**src/rtl/wishbone_mem_master.sv**
```systemverilog
// Wishbone classic master moving cmd_count words between a stream port and the bus.
// Each word is one registered strobe, with a GAP cycle between words and a per-strobe ack timeout.
module wishbone_mem_master #(
  parameter int          TIMEOUT = 255,
  parameter logic [3:0]  SEL     = 4'hF
) (
  input  logic        clk,
  input  logic        rst,
  input  logic        cmd_start,
  input  logic        cmd_write,
  input  logic [31:0] cmd_addr,
  input  logic [15:0] cmd_count,
  output logic        cmd_busy,
  output logic        cmd_done,
  output logic        cmd_error,
  input  logic [31:0] wr_data,
  input  logic        wr_valid,
  output logic        wr_ready,
  output logic [31:0] rd_data,
  output logic        rd_valid,
  output logic        wbm_we_o,
  output logic        wbm_cyc_o,
  output logic        wbm_stb_o,
  output logic [3:0]  wbm_sel_o,
  output logic [31:0] wbm_adr_o,
  output logic [31:0] wbm_dat_o,
  input  logic [31:0] wbm_dat_i,
  input  logic        wbm_ack_i,
  input  logic        wbm_int_i,
  output logic        irq_pulse
);

  typedef enum logic [2:0] {IDLE, WDATA, STROBE, GAP, FINISH} state_t;

  localparam logic [15:0] WAIT_LAST = 16'(TIMEOUT - 1);

  state_t      state, next_state;
  logic        write_q;
  logic [15:0] cnt_q, wait_q;
  logic        int_s, int_p;

  logic        start, ack_take, accept, timeout, eff_write;
  logic        busy_d, done_d, cyc_d, stb_d, we_d, rdy_d, rdv_d, err_d, write_d;
  logic [3:0]  sel_d;
  logic [31:0] adr_d, dat_d, rdd_d;
  logic [15:0] cnt_d, wait_d;

  assign start     = (state == IDLE) && cmd_start;
  assign ack_take  = (state == STROBE) && wbm_ack_i;
  assign accept    = (state == WDATA) && wr_valid && wr_ready;
  assign timeout   = (state == STROBE) && !wbm_ack_i && (wait_q == WAIT_LAST);
  // The latched direction is not valid yet in the cycle the command is taken.
  assign eff_write = (state == IDLE) ? cmd_write : write_q;

  always_ff @(posedge clk or posedge rst) begin
    if (rst) state <= IDLE;
    else     state <= next_state;
  end

  always_comb begin
    next_state = state;
    case (state)
      IDLE:    if (cmd_start) begin
                 if (cmd_count == 16'd0) next_state = FINISH;
                 else if (cmd_write)     next_state = WDATA;
                 else                    next_state = STROBE;
               end
      WDATA:   if (accept) next_state = STROBE;
      STROBE:  if (wbm_ack_i)   next_state = (cnt_q == 16'd1) ? FINISH : GAP;
               else if (timeout) next_state = FINISH;
      GAP:     next_state = write_q ? WDATA : STROBE;
      FINISH:  next_state = IDLE;
      default: next_state = IDLE;
    endcase
  end

  always_comb begin
    busy_d  = (next_state != IDLE);
    done_d  = (next_state == FINISH);
    cyc_d   = (next_state == WDATA) || (next_state == STROBE) || (next_state == GAP);
    stb_d   = (next_state == STROBE);
    we_d    = stb_d && eff_write;
    sel_d   = stb_d ? SEL : 4'h0;
    rdy_d   = (next_state == WDATA);
    write_d = start ? cmd_write : write_q;
    adr_d   = start ? cmd_addr : (ack_take ? wbm_adr_o + 32'd1 : wbm_adr_o);
    cnt_d   = start ? cmd_count : (ack_take ? cnt_q - 16'd1 : cnt_q);
    dat_d   = accept ? wr_data : wbm_dat_o;
    rdv_d   = ack_take && !write_q;
    rdd_d   = rdv_d ? wbm_dat_i : rd_data;
    err_d   = start ? 1'b0 : (timeout ? 1'b1 : cmd_error);
    if ((next_state == STROBE) && (state != STROBE)) wait_d = 16'd0;
    else if ((state == STROBE) && !wbm_ack_i)        wait_d = wait_q + 16'd1;
    else                                             wait_d = wait_q;
  end

  always_ff @(posedge clk or posedge rst) begin
    if (rst) begin
      cmd_busy  <= 1'b0;
      cmd_done  <= 1'b0;
      cmd_error <= 1'b0;
      wr_ready  <= 1'b0;
      rd_data   <= '0;
      rd_valid  <= 1'b0;
      wbm_we_o  <= 1'b0;
      wbm_cyc_o <= 1'b0;
      wbm_stb_o <= 1'b0;
      wbm_sel_o <= '0;
      wbm_adr_o <= '0;
      wbm_dat_o <= '0;
      write_q   <= 1'b0;
      cnt_q     <= '0;
      wait_q    <= '0;
    end else begin
      cmd_busy  <= busy_d;
      cmd_done  <= done_d;
      cmd_error <= err_d;
      wr_ready  <= rdy_d;
      rd_data   <= rdd_d;
      rd_valid  <= rdv_d;
      wbm_we_o  <= we_d;
      wbm_cyc_o <= cyc_d;
      wbm_stb_o <= stb_d;
      wbm_sel_o <= sel_d;
      wbm_adr_o <= adr_d;
      wbm_dat_o <= dat_d;
      write_q   <= write_d;
      cnt_q     <= cnt_d;
      wait_q    <= wait_d;
    end
  end

  // Interrupt edge is taken on the sampled copy, so the pulse trails the input by a clock.
  always_ff @(posedge clk or posedge rst) begin
    if (rst) begin
      int_s     <= 1'b0;
      int_p     <= 1'b0;
      irq_pulse <= 1'b0;
    end else begin
      int_s     <= wbm_int_i;
      int_p     <= int_s;
      irq_pulse <= int_s && !int_p;
    end
  end

endmodule

```
**config.mk**
```make
export PLATFORM = sky130hd
export DESIGN_NAME = wishbone_mem_master
export DESIGN_NICKNAME = d
export VERILOG_FILES = /design/src/rtl/wishbone_mem_master.sv
export SDC_FILE = /design/constraint.sdc
export NUM_CORES = 1
export LEC_CHECK = 0
export ABC_CLOCK_PERIOD_IN_PS = 4700
export BUFFER_PORTS_ARGS = -buffer_cell sky130_fd_sc_hd__buf_2
export CAP_MARGIN = 30
export CORE_ASPECT_RATIO = 1.5
export CORE_UTILIZATION = 40
export CTS_CLUSTER_SIZE = 25
export DETAILED_ROUTE_END_ITERATION = 16
export PLACE_DENSITY_LB_ADDON = 0.2
export SLEW_MARGIN = 40
export SYNTH_ARGS = -nofsm -noshare
export SYNTH_HDL_FRONTEND = slang
export SYNTH_SLANG_ARGS = --single-unit
```
**constraint.sdc**
```tcl
create_clock -name clk -period 4.7 [get_ports clk]
set_input_delay 0.47 -clock clk [delete_from_list [all_inputs] [get_ports clk]]
set_output_delay 0.47 -clock clk [all_outputs]
set_load 0.005 [all_outputs]
```
* After elaboration in Yosys (flattened, before gate mapping)
Cells that the tools add are included.
Storage, ports and cells: logic and storage cells 72, latch bits 0, bits of input ports 119, output and inout bits 109, memory bits (read-only) 0, memory bits (writable) 0, register bits after elaboration 147, memories 0
Cells by class: divide/modulo/power cells 0, shift-type cells 0, $lt $le $gt $ge 0, multiplexer cells 19, equality and inequality tests 10, $mul 0, bitwise operators 0, add/sub/neg operators 3, reductions and logical operators 21
Operators by type and width (number):
- $mux W16 | 4
- $mux W32 | 2
- $add A32 B1 Y32 const B | 1
- $mux W3 | 6
- $add A16 B1 Y16 const B | 1
- $eq A16 B1 Y1 const B | 1
- $eq A16 B8 Y1 const B | 1
- $logic_not A16 Y1 | 1
- $sub A16 B1 Y16 const B | 1
- $eq A3 B2 Y1 const B | 4
- $pmux W3 S4 | 1
- $logic_and A1 B1 Y1 | 10
- $eq A3 B1 Y1 const B | 2
- $reduce_bool A2 Y1 | 3
- $mux W2 | 2
- $mux W4 | 1
- $eq A3 B3 Y1 const B | 1
- $logic_not A1 Y1 | 3
- $logic_not A3 Y1 | 1
- $mux W1 | 3
- $ne A3 B2 Y1 const B | 1
- $reduce_bool A3 Y1 | 1
- $logic_or A1 B1 Y1 | 2

* Depth between registers and ports, before layout
depth after elaboration 9, gate-level depth with buffers 7, depth with buffers taken out 7

* Worst setup path before layout
Ideal clock, no wire load.
path kind register -> register, start register cnt_q[4], end register cnt_q[14], library setup time 128 ps, path slack 2679 ps, clock period less this slack 2021 ps, data required time 4572 ps, stages on the path, launching flop included 7, path buffers 1, data arrival time 1893 ps, cells stage by stage dfrtp_1 or4_1 buf_2 or3_4 or3_4 nand3_2 o211ai_2
Between the ends: longest elaborated chain between the ends 3
RTL lines:
- from (decl) | RTL line 39 | logic [15:0] cnt_q, wait_q;
- from (signal assigned) | RTL line 128 | cnt_q <= cnt_d;
- $sub A16 B1 Y16 | RTL line 87 | cnt_d = start ? cmd_count : (ack_take ? cnt_q - 16'd1 : cnt_q);
- $mux W16 (2 in a row) | RTL line 87
Every way passes these cells. The select of a mux whose other input is x is not followed. A chain may end at the register's enable or synchronous reset.

* Final worst setup path
start register state[1], end register wait_q[1]
Between the ends: longest elaborated chain between the ends 9, elaborated cells on any way between the ends 18, classes of those cells eq/ne: 5; mux: 6; reduce/logical: 7
RTL lines:
- from (decl) | RTL line 37 | state_t state, next_state;
- from (signal assigned) | RTL line 57 | else state <= next_state;
- $eq A3 B2 Y1 | RTL line 51, 62, 93
- $logic_and A1 B1 Y1 | RTL line 51, 93
- $logic_and A1 B1 Y1 | RTL line 51 | assign timeout = (state == STROBE) && !wbm_ack_i && (wait_q == WAIT_LAST);
- $mux W3 | RTL line 70 | else if (timeout) next_state = FINISH;
- $mux W3 | RTL line 69 | STROBE: if (wbm_ack_i) next_state = (cnt_q == 16'd1) ? FINISH : GAP;
- $pmux W3 S4 | RTL line 62 | case (state)
- $eq A3 B2 Y1 | RTL line 92 | if ((next_state == STROBE) && (state != STROBE)) wait_d = 16'd0;
- $logic_and A1 B1 Y1 | RTL line 92
- $mux W16 / $reduce_bool A2 Y1 (equally long branches)
- to (signal assigned) | RTL line 129 | wait_q <= wait_d;
- to (decl) | RTL line 39
Several ways; a longest one is shown, not always the timed one.

==> key figures <==
STA
  • Fin crit period: 2850 ps
  • Final slew viol count: 0
  • Final Skew: 12.2 ps
  • Relative slew slack: 0.490
  • Final setup TNS: 0 ps
  • Slew @ Worst Pin: 764 ps
  • RSZ-0062 raised after global routing: false
  • Fmax: 351 MHz
  • Fin. Hold Viols: 0
  • Final setup viols: 0
  • Crit share post-route: 0.606
  • Fin worst setup slack: 1850 ps

Clocking
  • Cts repair resizes: 0
  • # Post-CTS Setup Buffers: 0
  • CTS Hold Bufs: 0
  • Worst-case clock buffer depth: 2
  • CTS tree: done
  • Cts bufs inserted: 17
  • Clock slew at reported path FFs: 60 ps
  • Root Buffer: clkbuf_16
  • H-tree depth: 4
  • Clock Sinks: 143
  • Worst skew pair latency: 420 ps

Logic synthesis
  • Number of synthesized register bits: 143
  • Syn_area_per_cell: 11.3 um^2
  • Most common cell in the netlist: dfrtp_1
  • Synth area leader: dfrtp_1
  • Yosys cell types: 55
  • Synth async-reset ratio: 1.00
  • Mapped Cells: 580
  • Top-area cell type share of the netlist area: 0.545
  • Synth Flop Type: dfrtp_1
  • Post-synth net total: 704
  • Number of flops mapped to enable cells by yosys: 0
  • Syn Std Cell Area: 0.00657 mm^2
  • Top cells by count, synth: 143 x dfrtp_1, 70 x nand2_1, 56 x mux2_1
  • Sequential fraction of the synthesis area: 0.545
  • Top post-synthesis cells by area: dfrtp_1 55%, mux2_1 9.6%, nand2_1 4.0%
  • Yosys warning count: 0

Outcome
  • Status: completed

Setup path
  • Cells on worst reg2reg path: 6
  • Worst Setup Start Kind: flop
  • Worst endpoint required time: 4940 ps
  • Critical-path maximum fanout: 43
  • Critical path class: flop to flop
  • WP data arrival: 3090 ps
  • Crit end category: flop

Layout
  • Layout cells sized above 1: 0.360
  • Final std cells w/o fill: 1,025
  • Fin util: 0.526
  • Nets: 930
  • Register Area: 0.00358 mm^2
  • Multi-input gate area in the final layout: 0.00285 mm^2
  • N_diodes: 0
  • Area Growth Syn to Fin: 29.2%
  • Layout fillers: 1,491

Floorplan
  • Die H: 159 um
  • CORE AREA: 0.0161 mm^2
  • I/O pin count: 228
  • Die area: 0.0169 mm^2
  • Die X-Extent: 107 um
  • # rows: 57
  • Starting Density: 0.407

Routing
  • WL final: 17.1 mm
  • ANT nets after route: 0
  • DRC viols: 0
  • Vias per cell: 5.33
  • Wire length per cell: 16.7 um
  • DRT Pass-1 Iters: 5
  • Via count: 5,468
  • Detailed Route Iter0 Violations: 252

Placement
  • Estimated wirelength of the detail-placed design: 12.4 mm
  • GP Congestion: 0.797
  • Post-Place Setup Slack: 1910 ps
  • Placed cells: 993
  • PortBufs: 227

Global routing
  • Vias in the first global route: 5,606
  • Grt total ovfl: 0
  • Antenna violations before repair: 0
  • Largest net degree at the start of global routing: 66
  • First-pass GRT wire length: 28.0 mm
  • Gr usage total: 0.209

Power
  • P per Cell Area: 609 mW/mm^2
  • Total power draw: 5.17 mW
  • Leakage: 4.00 nW
  • Max IR drop VDD: 0.000259 V

Run
  • Max cap viols: 0

Hold path
  • Worst hold path class: primary input to async pin
metrics by stage:
stage	instance area (um^2)	hold WS, ps
after global routing	8480	159
after floorplan	6570	347
after detailed placement	7910	360
after global placement	7900	355
final	8480	118
after CTS	8480	134
power by group:
group	switching [mW]	internal, mW	total [mW]
clock network	0.575	0.749	1.32
logic	0.850	0.827	1.68
registers	0.418	1.75	2.16
routing by layer:
metal / part of all wire / wire, um / vias to the layer above / global-route usage
met5: 0 / 0 / - / 0
met4: 0.034 / 572 / 0 / 0.0934
met3: 0.048 / 816 / 38 / 0.0378
met2: 0.52 / 8840 / 199 / 0.368
met1: 0.40 / 6840 / 2666 / 0.243
li1: - / - / 2565 / -
worst max-delay path, stage by stage (launching register included):
cell and delay [ps]:
dfrtp_1 440, nor3_1 430, and2_2 430, buf_4 460
nand2_1 120, o21ai_2 590, o22ai_1 190
state kept, by name, summed over array words and instances, names as in the netlist, 3 cells and up:
register,cells
wait_q,16
rd_data,32
state,3
wbm_adr_o,32
wbm_dat_o,32
cnt_q,16
path summary, 6_finish.rpt:
check | start | endpoint | slack (ps)
setup / recovery | state[1]$_DFF_PP0_ | wait_q[1]$_DFFE_PP0P_ | 1850
hold / removal | rst | rd_data[6]$_DFFE_PP0P_ | 120
setup reg to reg | state[1]$_DFF_PP0_ | wait_q[1]$_DFFE_PP0P_ | 1850
hold reg to reg | int_s$_DFF_PP0_ | int_p$_DFF_PP0_ | 380
max in group asynchronous | rst | wbm_dat_o[21]$_DFFE_PP0P_ | 3600
min in group clk | wbm_int_i | int_s$_DFF_PP0_ | 170
cells by family (layout without fill, tap and decap cells):
kind of cell,count (synthesis),after routing,share of synthesized area
AO/OA/AOI/OAI,93,93,0.0974
XOR/XNOR,24,24,0.0320
adder cells (fa/ha/maj),5,5,0.00953
buffers and inverters,35,274,0.0233
flip-flops,143,143,0.545
multiplexers,66,66,0.113
AND/OR/NAND/NOR,214,214,0.180
layout make-up:
type / instances / share of cell area
flip-flops and latches: 143 / 0.422
multi-input cells: 402 / 0.336
repair buffers: 233 / 0.139
clock buffers: 17 / 0.0501
well taps: 206 / 0.0304
clock inverters: 15 / 0.0177
inverters: 9 / 0.00457
placed cells by master (no fill, tap or decap), types with 9 or more instances in the layout:
master       n
buf_2      227
dfrtp_1    143
nand2_1     69
mux2_1      56
nor2_1      31
nand3_1     30
o211ai_1    17
clkbuf_16   17
xor2_1      14
o21ai_1     14
nand4_1     13
o21ai_0     12
a21oi_1     11
o311ai_1    11
xnor2_1     10
nor3_1       9
Power figures use the tool's default switching activity.
